<file path="src/rtl/unified_mem_arbiter_if.sv">
// ---------------------------------------------------------------------------
// unified_mem_arbiter_if
//   Bundles every bus signal of the unified memory arbiter: the IF-stage
//   fetch port, the MEM-stage data port, the memory port, and the pipeline
//   stall/busy indications.
//
//   modport master : environment side (pipeline requesters plus memory).
//                    It drives requests and mem_rdata and observes the rest.
//   modport slave  : arbiter side.
//
//   Signals
//     if_req/if_addr[63:0]          fetch request and byte address
//     if_rvalid/if_rdata[31:0]      fetch response pulse and instruction word
//     dm_req/dm_we/dm_addr/dm_wdata data request, store flag, address, store data
//     dm_rvalid/dm_rdata[63:0]      data response pulse and load data
//     mem_req/mem_we/mem_addr/mem_wdata  memory strobe and command
//     mem_rdata[63:0]               memory read data (fixed latency)
//     stall_if/stall_mem/busy       pipeline freeze controls, access in flight
// ---------------------------------------------------------------------------
interface unified_mem_arbiter_if;
  logic        if_req;
  logic [63:0] if_addr;
  logic        if_rvalid;
  logic [31:0] if_rdata;

  logic        dm_req;
  logic        dm_we;
  logic [63:0] dm_addr;
  logic [63:0] dm_wdata;
  logic        dm_rvalid;
  logic [63:0] dm_rdata;

  logic        mem_req;
  logic        mem_we;
  logic [63:0] mem_addr;
  logic [63:0] mem_wdata;
  logic [63:0] mem_rdata;

  logic        stall_if;
  logic        stall_mem;
  logic        busy;

  modport master (
    output if_req, if_addr, dm_req, dm_we, dm_addr, dm_wdata, mem_rdata,
    input  if_rvalid, if_rdata, dm_rvalid, dm_rdata,
    input  mem_req, mem_we, mem_addr, mem_wdata,
    input  stall_if, stall_mem, busy
  );

  modport slave (
    input  if_req, if_addr, dm_req, dm_we, dm_addr, dm_wdata, mem_rdata,
    output if_rvalid, if_rdata, dm_rvalid, dm_rdata,
    output mem_req, mem_we, mem_addr, mem_wdata,
    output stall_if, stall_mem, busy
  );
endinterface

</file>
<file path="src/rtl/unified_mem_arbiter.sv">
// ---------------------------------------------------------------------------
// unified_mem_arbiter
//   Shares one single-ported, fixed-latency memory between the IF stage and
//   the MEM stage of the pipeline. One access is outstanding at a time; the
//   response is routed back to its owner and per-stage stalls are generated.
//
//   Parameters
//     MEM_LAT    cycles from mem_req to valid mem_rdata (1..15)
//     STARVE_MAX consecutive IF losses before IF gets priority (1..15)
//
//   Ports
//     clk    core clock, rising edge
//     reset  asynchronous, active-low reset
//     bus    unified_mem_arbiter_if.slave (requesters, memory, stalls, busy)
//     if_stall_cnt[31:0], dm_stall_cnt[31:0]  stall cycle counters, only
//            present when ARB_PERF_CNT_EN is defined
//
//   Build option
//     ARB_PERF_CNT_EN  adds the two free-running stall cycle counters.
// ---------------------------------------------------------------------------
module unified_mem_arbiter #(
  parameter int MEM_LAT    = 2,
  parameter int STARVE_MAX = 4
) (
  input  logic                 clk,
  input  logic                 reset,
  unified_mem_arbiter_if.slave bus
`ifdef ARB_PERF_CNT_EN
  ,
  output logic [31:0]          if_stall_cnt,
  output logic [31:0]          dm_stall_cnt
`endif
);

  localparam logic [3:0] LAT_C    = 4'(MEM_LAT);
  localparam logic [3:0] STARVE_C = 4'(STARVE_MAX);

  typedef enum logic [1:0] {IDLE, ACC_IF, ACC_DM} state_t;

  state_t     state_q, state_d;
  logic [3:0] lat_cnt_q, lat_cnt_d;
  logic [3:0] starve_cnt_q, starve_cnt_d;

  logic issue_if, issue_dm;
  logic done_if, done_dm;
  logic if_rvalid_w, dm_rvalid_w;

  always_ff @(posedge clk or negedge reset) begin
    if (!reset) begin
      state_q      <= IDLE;
      lat_cnt_q    <= 4'd0;
      starve_cnt_q <= 4'd0;
    end else begin
      state_q      <= state_d;
      lat_cnt_q    <= lat_cnt_d;
      starve_cnt_q <= starve_cnt_d;
    end
  end

  always_comb begin
    state_d      = state_q;
    lat_cnt_d    = lat_cnt_q;
    starve_cnt_d = starve_cnt_q;
    issue_if     = 1'b0;
    issue_dm     = 1'b0;
    done_if      = 1'b0;
    done_dm      = 1'b0;
    case (state_q)
      IDLE: begin
        // DM normally wins so the older instruction drains; IF takes over
        // once it has lost STARVE_MAX times in a row.
        if (bus.dm_req && ((starve_cnt_q < STARVE_C) || !bus.if_req)) begin
          issue_dm  = 1'b1;
          state_d   = ACC_DM;
          lat_cnt_d = 4'd1;
          if (bus.if_req && (starve_cnt_q != 4'hF)) begin
            starve_cnt_d = starve_cnt_q + 4'd1;
          end
        end else if (bus.if_req) begin
          issue_if     = 1'b1;
          state_d      = ACC_IF;
          lat_cnt_d    = 4'd1;
          starve_cnt_d = 4'd0;
        end
      end
      ACC_IF, ACC_DM: begin
        // lat_cnt reaches MEM_LAT exactly when the memory data is valid.
        if (lat_cnt_q == LAT_C) begin
          done_if   = (state_q == ACC_IF);
          done_dm   = (state_q == ACC_DM);
          state_d   = IDLE;
          lat_cnt_d = 4'd0;
        end else begin
          lat_cnt_d = lat_cnt_q + 4'd1;
        end
      end
      default: begin
        state_d   = IDLE;
        lat_cnt_d = 4'd0;
      end
    endcase
  end

  // While reset is held every control output is forced low, even though the
  // combinational issue path would otherwise see a pending request in IDLE.
  assign if_rvalid_w   = done_if & reset;
  assign dm_rvalid_w   = done_dm & reset;

  assign bus.mem_req   = (issue_if | issue_dm) & reset;
  assign bus.mem_we    = issue_dm & bus.dm_we & reset;
  assign bus.mem_addr  = issue_dm ? bus.dm_addr : (issue_if ? bus.if_addr : 64'd0);
  assign bus.mem_wdata = issue_dm ? bus.dm_wdata : 64'd0;

  assign bus.if_rvalid = if_rvalid_w;
  assign bus.dm_rvalid = dm_rvalid_w;
  assign bus.if_rdata  = bus.mem_rdata[31:0];
  assign bus.dm_rdata  = bus.mem_rdata;

  assign bus.busy      = (state_q != IDLE);
  assign bus.stall_if  = bus.if_req & ~if_rvalid_w & reset;
  assign bus.stall_mem = bus.dm_req & ~dm_rvalid_w & reset;

`ifdef ARB_PERF_CNT_EN
  logic [31:0] if_stall_cnt_q, if_stall_cnt_d;
  logic [31:0] dm_stall_cnt_q, dm_stall_cnt_d;

  always_comb begin
    if_stall_cnt_d = if_stall_cnt_q + {31'd0, bus.stall_if};
    dm_stall_cnt_d = dm_stall_cnt_q + {31'd0, bus.stall_mem};
  end

  always_ff @(posedge clk or negedge reset) begin
    if (!reset) begin
      if_stall_cnt_q <= 32'd0;
      dm_stall_cnt_q <= 32'd0;
    end else begin
      if_stall_cnt_q <= if_stall_cnt_d;
      dm_stall_cnt_q <= dm_stall_cnt_d;
    end
  end

  assign if_stall_cnt = if_stall_cnt_q;
  assign dm_stall_cnt = dm_stall_cnt_q;
`endif

endmodule

</file>
<file path="src/flat_wrapper.sv">
// flat-port wrapper written by rule: the top's interface ports become plain ports
module unified_mem_arbiter_flat 
#(
  parameter int MEM_LAT    = 2,
  parameter int STARVE_MAX = 4
)
  (clk, reset, bus_if_req, bus_if_addr, bus_dm_req, bus_dm_we, bus_dm_addr, bus_dm_wdata, bus_mem_rdata, bus_if_rvalid, bus_if_rdata, bus_dm_rvalid, bus_dm_rdata, bus_mem_req, bus_mem_we, bus_mem_addr, bus_mem_wdata, bus_stall_if, bus_stall_mem, bus_busy);
  unified_mem_arbiter_if bus_i ();
  input  logic clk;
  input  logic reset;
  input wire logic [$bits(bus_i.if_req)-1:0] bus_if_req;
  input wire logic [$bits(bus_i.if_addr)-1:0] bus_if_addr;
  input wire logic [$bits(bus_i.dm_req)-1:0] bus_dm_req;
  input wire logic [$bits(bus_i.dm_we)-1:0] bus_dm_we;
  input wire logic [$bits(bus_i.dm_addr)-1:0] bus_dm_addr;
  input wire logic [$bits(bus_i.dm_wdata)-1:0] bus_dm_wdata;
  input wire logic [$bits(bus_i.mem_rdata)-1:0] bus_mem_rdata;
  output wire logic [$bits(bus_i.if_rvalid)-1:0] bus_if_rvalid;
  output wire logic [$bits(bus_i.if_rdata)-1:0] bus_if_rdata;
  output wire logic [$bits(bus_i.dm_rvalid)-1:0] bus_dm_rvalid;
  output wire logic [$bits(bus_i.dm_rdata)-1:0] bus_dm_rdata;
  output wire logic [$bits(bus_i.mem_req)-1:0] bus_mem_req;
  output wire logic [$bits(bus_i.mem_we)-1:0] bus_mem_we;
  output wire logic [$bits(bus_i.mem_addr)-1:0] bus_mem_addr;
  output wire logic [$bits(bus_i.mem_wdata)-1:0] bus_mem_wdata;
  output wire logic [$bits(bus_i.stall_if)-1:0] bus_stall_if;
  output wire logic [$bits(bus_i.stall_mem)-1:0] bus_stall_mem;
  output wire logic [$bits(bus_i.busy)-1:0] bus_busy;
  assign bus_i.if_req = bus_if_req;
  assign bus_i.if_addr = bus_if_addr;
  assign bus_i.dm_req = bus_dm_req;
  assign bus_i.dm_we = bus_dm_we;
  assign bus_i.dm_addr = bus_dm_addr;
  assign bus_i.dm_wdata = bus_dm_wdata;
  assign bus_i.mem_rdata = bus_mem_rdata;
  assign bus_if_rvalid = bus_i.if_rvalid;
  assign bus_if_rdata = bus_i.if_rdata;
  assign bus_dm_rvalid = bus_i.dm_rvalid;
  assign bus_dm_rdata = bus_i.dm_rdata;
  assign bus_mem_req = bus_i.mem_req;
  assign bus_mem_we = bus_i.mem_we;
  assign bus_mem_addr = bus_i.mem_addr;
  assign bus_mem_wdata = bus_i.mem_wdata;
  assign bus_stall_if = bus_i.stall_if;
  assign bus_stall_mem = bus_i.stall_mem;
  assign bus_busy = bus_i.busy;
  unified_mem_arbiter #(.MEM_LAT(MEM_LAT), .STARVE_MAX(STARVE_MAX)) u_core (.clk(clk), .reset(reset), .bus(bus_i));
endmodule
</file>
<file path="config.mk">
export PLATFORM = sky130hd
export DESIGN_NAME = unified_mem_arbiter_flat
export DESIGN_NICKNAME = d
export VERILOG_FILES = /design/src/rtl/unified_mem_arbiter_if.sv /design/src/rtl/unified_mem_arbiter.sv /design/src/flat_wrapper.sv
export SDC_FILE = /design/constraint.sdc
export NUM_CORES = 1
export LEC_CHECK = 0
export CAP_MARGIN = 5
export CORE_AREA = 2 2 194 196
export DETAILED_ROUTE_END_ITERATION = 12
export DIE_AREA = 0 0 196 198
export PLACE_DENSITY = 0.46
export SETUP_SLACK_MARGIN = 0.2
export SLEW_MARGIN = 20
export SYNTH_ARGS = -nofsm -noshare
export SYNTH_HDL_FRONTEND = slang
export SYNTH_SLANG_ARGS = --single-unit
</file>
<file path="constraint.sdc">
create_clock -name clk -period 2.3 [get_ports clk]
set_input_delay 0.345 -clock clk [delete_from_list [all_inputs] [get_ports clk]]
set_output_delay 0.345 -clock clk [all_outputs]
set_load 0.02 [all_outputs]
</file>
======== After elaboration in Yosys (flattened, before gate mapping) ========
Cells that the tools add are included.
Widths: inputs -> output; s select.
storage, ports and cells
  output and inout bits ................... 231
  input port bits ......................... 261
  logic and storage cells ................. 58
  register bits after elaboration ......... 10
operators by class
  reductions and logical operators ........ 10
  magnitude comparators ................... 1
  multiplexer cells ....................... 23
  eq/ne operators ......................... 7
  bitwise logic cells ..................... 12
  add/sub/neg operators ................... 2
operators with widths
  operator             count
  $mux 64              3
  $mux 4               6
  $and 1x1->1          9
  $mux 1               9
  $add 4x1->4 const B  2
  $pmux 4 s2           1
  $mux 2               3
  $eq 4x2->1 const B   1
  $lt 4x3->1 const B   1
  $ne 4x4->1 const B   1
  $pmux 2 s2           1
  $reduce_bool 2->1    2
  $ne 3x2->1 const B   1
  $reduce_and 3->1     1
  $eq 2x1->1 const B   1
  $eq 2x2->1 const B   1
  $logic_and 1x1->1    2
  $logic_not 2->1      1
  $ne 2x1->1 const B   1
  $ne 2x2->1 const B   1
  $not 1->1            2
  $reduce_and 2->1     1
  $reduce_or 2->1      1
  $logic_not 1->1      1
  2 further kinds      2

======== Depth between registers and ports, before layout ========
  depth after elaboration ................. 7
  mapped depth ............................ 7
  mapped depth without buffers ............ 6

======== Worst setup path after synthesis ========
No wires, ideal clock.
  path kind ............................... register to output
  from .................................... reg u_core.state_q[0]
  to ...................................... out bus_mem_addr[14]
  cell stages (with the launch flop) ...... 8
  required time ........................... 1.955 ns
  path buffers ............................ 2
  path slack .............................. 0.447 ns
  arrival ................................. 1.508 ns
  cell sequence ........................... dfrtp_1 inv_1 ha_1 nand2_2 a21oi_2 buf_4 buf_6 a22o_1
between the ends
  word-level cells in the longest chain between the ends .. 4
RTL lines
  element                 line                        RTL
  from (decl)             unified_mem_arbiter.sv:40   state_t state_q, state_d;
  from (signal assigned)  unified_mem_arbiter.sv:54   state_q <= state_d;
  $logic_not 2->1 *       unified_mem_arbiter.sv:68   case (state_q)
  $mux 1                  unified_mem_arbiter.sv:68
  $mux 64                 unified_mem_arbiter.sv:111  assign bus.mem_addr = issue_dm ? bus.dm_addr : (issue_if ? bus.if_addr : 64'd0);
  $mux 64 *               unified_mem_arbiter.sv:111
  to (decl)               flat_wrapper.sv:24          output wire logic [$bits(bus_i.mem_addr)-1:0] bus_mem_addr;
Mark *: on every way between the ends. The rest lies on a longest branch, timed or not.

======== Worst setup path in the final report ========
  from .................................... reg u_core.state_q[1]
  to ...................................... out bus_mem_addr[20]
The elaborated chain is that of the path after synthesis.

==> run_summary.xml <==
<?xml version="1.0" encoding="UTF-8"?>
<metrics>
  <group name="finish">
    <metric name="final_util" unit="%">18.7</metric>
    <metric name="n_antenna_cell" unit="">0</metric>
    <metric name="multiInputGateArea" unit="um^2">1530</metric>
    <metric name="final_nets" unit="">876</metric>
    <metric name="layoutNonFillerInstCount" unit="">1080</metric>
    <metric name="fillCellCount" unit="">4153</metric>
    <metric name="syn2layout_area_growth" unit="%">177</metric>
    <metric name="fin_area" unit="um^2">6910</metric>
    <metric name="layout_commonest_cell" unit="">sky130_fd_sc_hd__clkdlybuf4s50_1</metric>
    <metric name="share_of_final_layout_standard_cells_stronger_than_drive_strength_1" unit="%">45.4</metric>
    <metric name="mostFrequentLayoutCells" unit="">194 x sky130_fd_sc_hd__clkdlybuf4s50_1, 131 x sky130_fd_sc_hd__buf_6, 61 x sky130_fd_sc_hd__a22o_1</metric>
    <metric name="ff_latch_area" unit="um^2">250</metric>
  </group>
  <group name="floorplanning">
    <metric name="die_area" unit="um^2">38800</metric>
    <metric name="row_count" unit="">71</metric>
    <metric name="initial_cell_density_of_the_core" unit="%">6.76</metric>
    <metric name="design.core.area" unit="um^2">37000</metric>
    <metric name="width_of_the_chip" unit="um">196</metric>
    <metric name="die_height" unit="um">198</metric>
    <metric name="floorplan.io_pins" unit="">492</metric>
  </group>
  <group name="synthesis">
    <metric name="synth.ff_latch_count" unit="">10</metric>
    <metric name="ys_types" unit="">30</metric>
    <metric name="ys_warn_count" unit="">0</metric>
    <metric name="count_of_flip_flops_with_a_built_in_enable_after_synthesis" unit="">0</metric>
    <metric name="synthArstFlopShare" unit="%">100</metric>
    <metric name="syn_area" unit="um^2">2500</metric>
    <metric name="synth_area_per_inst" unit="um^2">8.00</metric>
    <metric name="share_of_synthesized_area_occupied_by_flip_flops_and_latches" unit="%">10.0</metric>
    <metric name="synthTopCellsByArea" unit="">sky130_fd_sc_hd__buf_4 29%, sky130_fd_sc_hd__a22o_1 23%, sky130_fd_sc_hd__and2_1 16%, sky130_fd_sc_hd__dfrtp_1 10%, sky130_fd_sc_hd__buf_6 5.4%</metric>
    <metric name="netlist.area_leader.share" unit="%">29.2</metric>
    <metric name="post_synth_inst_count" unit="">312</metric>
    <metric name="net_count_after_synthesis" unit="">580</metric>
    <metric name="synthFlopType" unit="">sky130_fd_sc_hd__dfrtp_1</metric>
    <metric name="yosysTopAreaCell" unit="">sky130_fd_sc_hd__buf_4</metric>
  </group>
  <group name="route">
    <metric name="wl" unit="mm">17.7</metric>
    <metric name="detail-route-antenna-nets" unit="">0</metric>
    <metric name="drtIter0Drc" unit="">70</metric>
    <metric name="post_drt_via_cell_ratio" unit="">3.12</metric>
    <metric name="drc_errors" unit="">0</metric>
    <metric name="drt_pre_antenna_iters" unit="">4</metric>
    <metric name="num_vias" unit="">3366</metric>
    <metric name="wire_per_inst" unit="um">16.4</metric>
  </group>
  <group name="grt">
    <metric name="grt_usage" unit="%">8.31</metric>
    <metric name="antenna_found_initial" unit="">2</metric>
    <metric name="grt_max_degree" unit="">34</metric>
    <metric name="global_route.overflow_total" unit="">0</metric>
    <metric name="grt_pass1_wl" unit="mm">23.5</metric>
    <metric name="via_count_of_the_first_global_routing_pass" unit="">3342</metric>
  </group>
  <group name="place">
    <metric name="detailed_place_hpwl" unit="mm">12.9</metric>
    <metric name="globalplace.congestion" unit="">0.784</metric>
    <metric name="inst_count_dp" unit="">1042</metric>
    <metric name="dpl_cell_area" unit="um^2">5920</metric>
    <metric name="buffer_ports.inserted" unit="">331</metric>
  </group>
  <group name="clock_network">
    <metric name="clock_insertion_delay_worst_skew" unit="ns">0.24</metric>
    <metric name="clock_tree.root_cell" unit="">sky130_fd_sc_hd__clkbuf_16</metric>
    <metric name="maximum_clock_insertion_buffer_count" unit="">2</metric>
    <metric name="level_count_of_the_clock_h_tree" unit="">1</metric>
    <metric name="numClockSinks" unit="">10</metric>
    <metric name="clock_tree_from_tritoncts" unit="">built</metric>
    <metric name="cts_buffers" unit="">3</metric>
    <metric name="clk_pin_slew_worst_paths" unit="ns">0.04</metric>
  </group>
  <group name="sta">
    <metric name="worst_slew_pin_slew" unit="ns">0.460</metric>
    <metric name="slew_viol_final" unit="">0</metric>
    <metric name="post-route-min-period" unit="ns">2.25</metric>
    <metric name="timing_hold_violations_final" unit="">0</metric>
    <metric name="fin_crit_share" unit="%">98.0</metric>
    <metric name="grt_setup_unrepaired" unit="">yes</metric>
    <metric name="fmax" unit="MHz">444</metric>
    <metric name="slew-limit-headroom" unit="%">69.2</metric>
    <metric name="report.final.setup_viol" unit="">0</metric>
    <metric name="finClkSkew" unit="ns">0.000581</metric>
  </group>
  <group name="worst_setup_path">
    <metric name="crit_type" unit="">reg2out</metric>
    <metric name="critPathMaxFanout" unit="">8</metric>
    <metric name="worstSetupStartpointType" unit="">flip-flop</metric>
    <metric name="critPathArrivalTime" unit="ns">1.91</metric>
    <metric name="r2r_setup_slack" unit="ns">0.47</metric>
    <metric name="startpoint" unit="">u_core.state_q[1]</metric>
    <metric name="required_time_at_the_endpoint_of_the_critical_path" unit="ns">1.96</metric>
    <metric name="r2r-end" unit="">u_core.lat_cnt_q[0]</metric>
    <metric name="r2r-start" unit="">u_core.state_q[1]</metric>
    <metric name="crit_path_cells" unit="">inv_2, ha_4, and3_4, buf_6, buf_12, buf_16, a22o_1, buf_6, buf_12</metric>
    <metric name="r2r_cells" unit="">8</metric>
    <metric name="timing.critical_path.to_type" unit="">output port</metric>
    <metric name="slowest_stage" unit="">sky130_fd_sc_hd__dfrtp_1</metric>
    <metric name="timing.critical_path.slowest_cell_delay" unit="ns">0.37</metric>
    <metric name="termination_of_the_worst_setup_path" unit="">bus_mem_addr[20]</metric>
  </group>
  <group name="power_and_ir_drop">
    <metric name="power.static_leakage" unit="nW">3.03</metric>
    <metric name="peakVddDrop" unit="uV">495</metric>
    <metric name="power-per-cell-area" unit="nW/um^2">758</metric>
  </group>
  <group name="status">
    <metric name="outcome" unit="">completed</metric>
  </group>
  <group name="flow_run">
    <metric name="timing.max_cap.violations" unit="">0</metric>
  </group>
  <group name="hold_path">
    <metric name="worst_hold_path_type" unit="">reg2reg</metric>
  </group>
</metrics>
==> per-layer routing <==
metal	track usage, %	vias to the layer above	share of wire [%]
li1	-	1588	-
met1	9.51	1540	37
met2	14.2	195	50
met3	3.08	41	10
met4	2.86	2	2.8
met5	0	-	0.073
==> worst max-delay path: cells and delay by family (launching register included) <==
kind / cells / cell delay (ns)
AOI/OAI and AO/OA: 1 / 0.19
and+or+nand+nor: 1 / 0.18
DFF: 1 / 0.37
adders and majority gates: 1 / 0.17
buffers and inverters: 6 / 0.74
==> metrics by stage <==
| stage | setup slack [ns] | power (mW) | hold WS [ns] | setup TNS, ns |
|---|---|---|---|---|
| finish | 0.0456 | 5.24 | 0.493 | 0 |
| global route | -0.00367 | 5.55 | 0.555 | -0.00367 |
| detailed placement | -0.449 | 3.79 | 0.487 | -40.62 |
| floorplan | 0.447 | 2.19 | 0.0494 | 0 |
| CTS | 0.0140 | 4.89 | 0.496 | 0 |
| global placement | -0.440 | 3.79 | 0.486 | -39.51 |
==> registers in the layout, indices dropped and copies added (netlist names) <==
register,count
u_core.lat_cnt_q,4
u_core.starve_cnt_q,4
u_core.state_q,2
==> repair_timing <==
action                     in CTS  in global routing
setup endpoints to repair     134                132
resized for setup             654                204
pin swaps                      16                 48
hold buffers                    0                  0
gates cloned                    9                  1
setup buffers                  18                  7
==> cells in the mapped netlist (3+ instances only) <==
cell type	instances
sky130_fd_sc_hd__inv_1	4
sky130_fd_sc_hd__nor2_1	6
sky130_fd_sc_hd__nand2_1	9
sky130_fd_sc_hd__buf_6	12
sky130_fd_sc_hd__and3_1	3
sky130_fd_sc_hd__a22o_1	67
sky130_fd_sc_hd__o21ai_0	3
sky130_fd_sc_hd__and2_1	65
sky130_fd_sc_hd__dfrtp_1	10
sky130_fd_sc_hd__buf_2	6
sky130_fd_sc_hd__buf_4	97
sky130_fd_sc_hd__ha_1	7
==> worst min path at each step <==
stage	from	end	slack, ns	depth (start not counted)
final	u_core.starve_cnt_q[1]	u_core.starve_cnt_q[1]	0.49	2
after global routing	u_core.starve_cnt_q[1]	u_core.starve_cnt_q[1]	0.56	2
after CTS	u_core.starve_cnt_q[1]	u_core.starve_cnt_q[1]	0.50	2
after detailed placement	u_core.starve_cnt_q[1]	u_core.starve_cnt_q[1]	0.49	2
after global placement	u_core.starve_cnt_q[1]	u_core.starve_cnt_q[1]	0.49	2
after floorplan	reset	u_core.lat_cnt_q[0]	0.05	0
==> power by group <==
part | total (mW) | switching [mW] | internal [mW]
clock | 0.308 | 0.0821 | 0.226
combinational | 4.66 | 2.00 | 2.67
sequential | 0.269 | 0.0410 | 0.228
total | 5.24 | 2.12 | 3.12
==> layout make-up <==
| type | count | share of cell area, % |
|---|---|---|
| clock buffers | 3 | 1.09 |
| multi-input cells | 181 | 22.2 |
| repair buffers | 408 | 64.3 |
| well taps | 474 | 8.58 |
| flip-flops and latches | 10 | 3.62 |
| inverters | 4 | 0.217 |
==> kinds of logic after synthesis <==
logic type               after synthesis  synth area share (%)
flip-flops                            10                  10.0
AO/OA/AOI/OAI                         78                  26.6
buffers and inverters                121                  36.7
adder cells (fa/ha/maj)                7                  3.51
AND/OR/NAND/NOR                       96                  23.2
(Power assumes the default switching activity.)
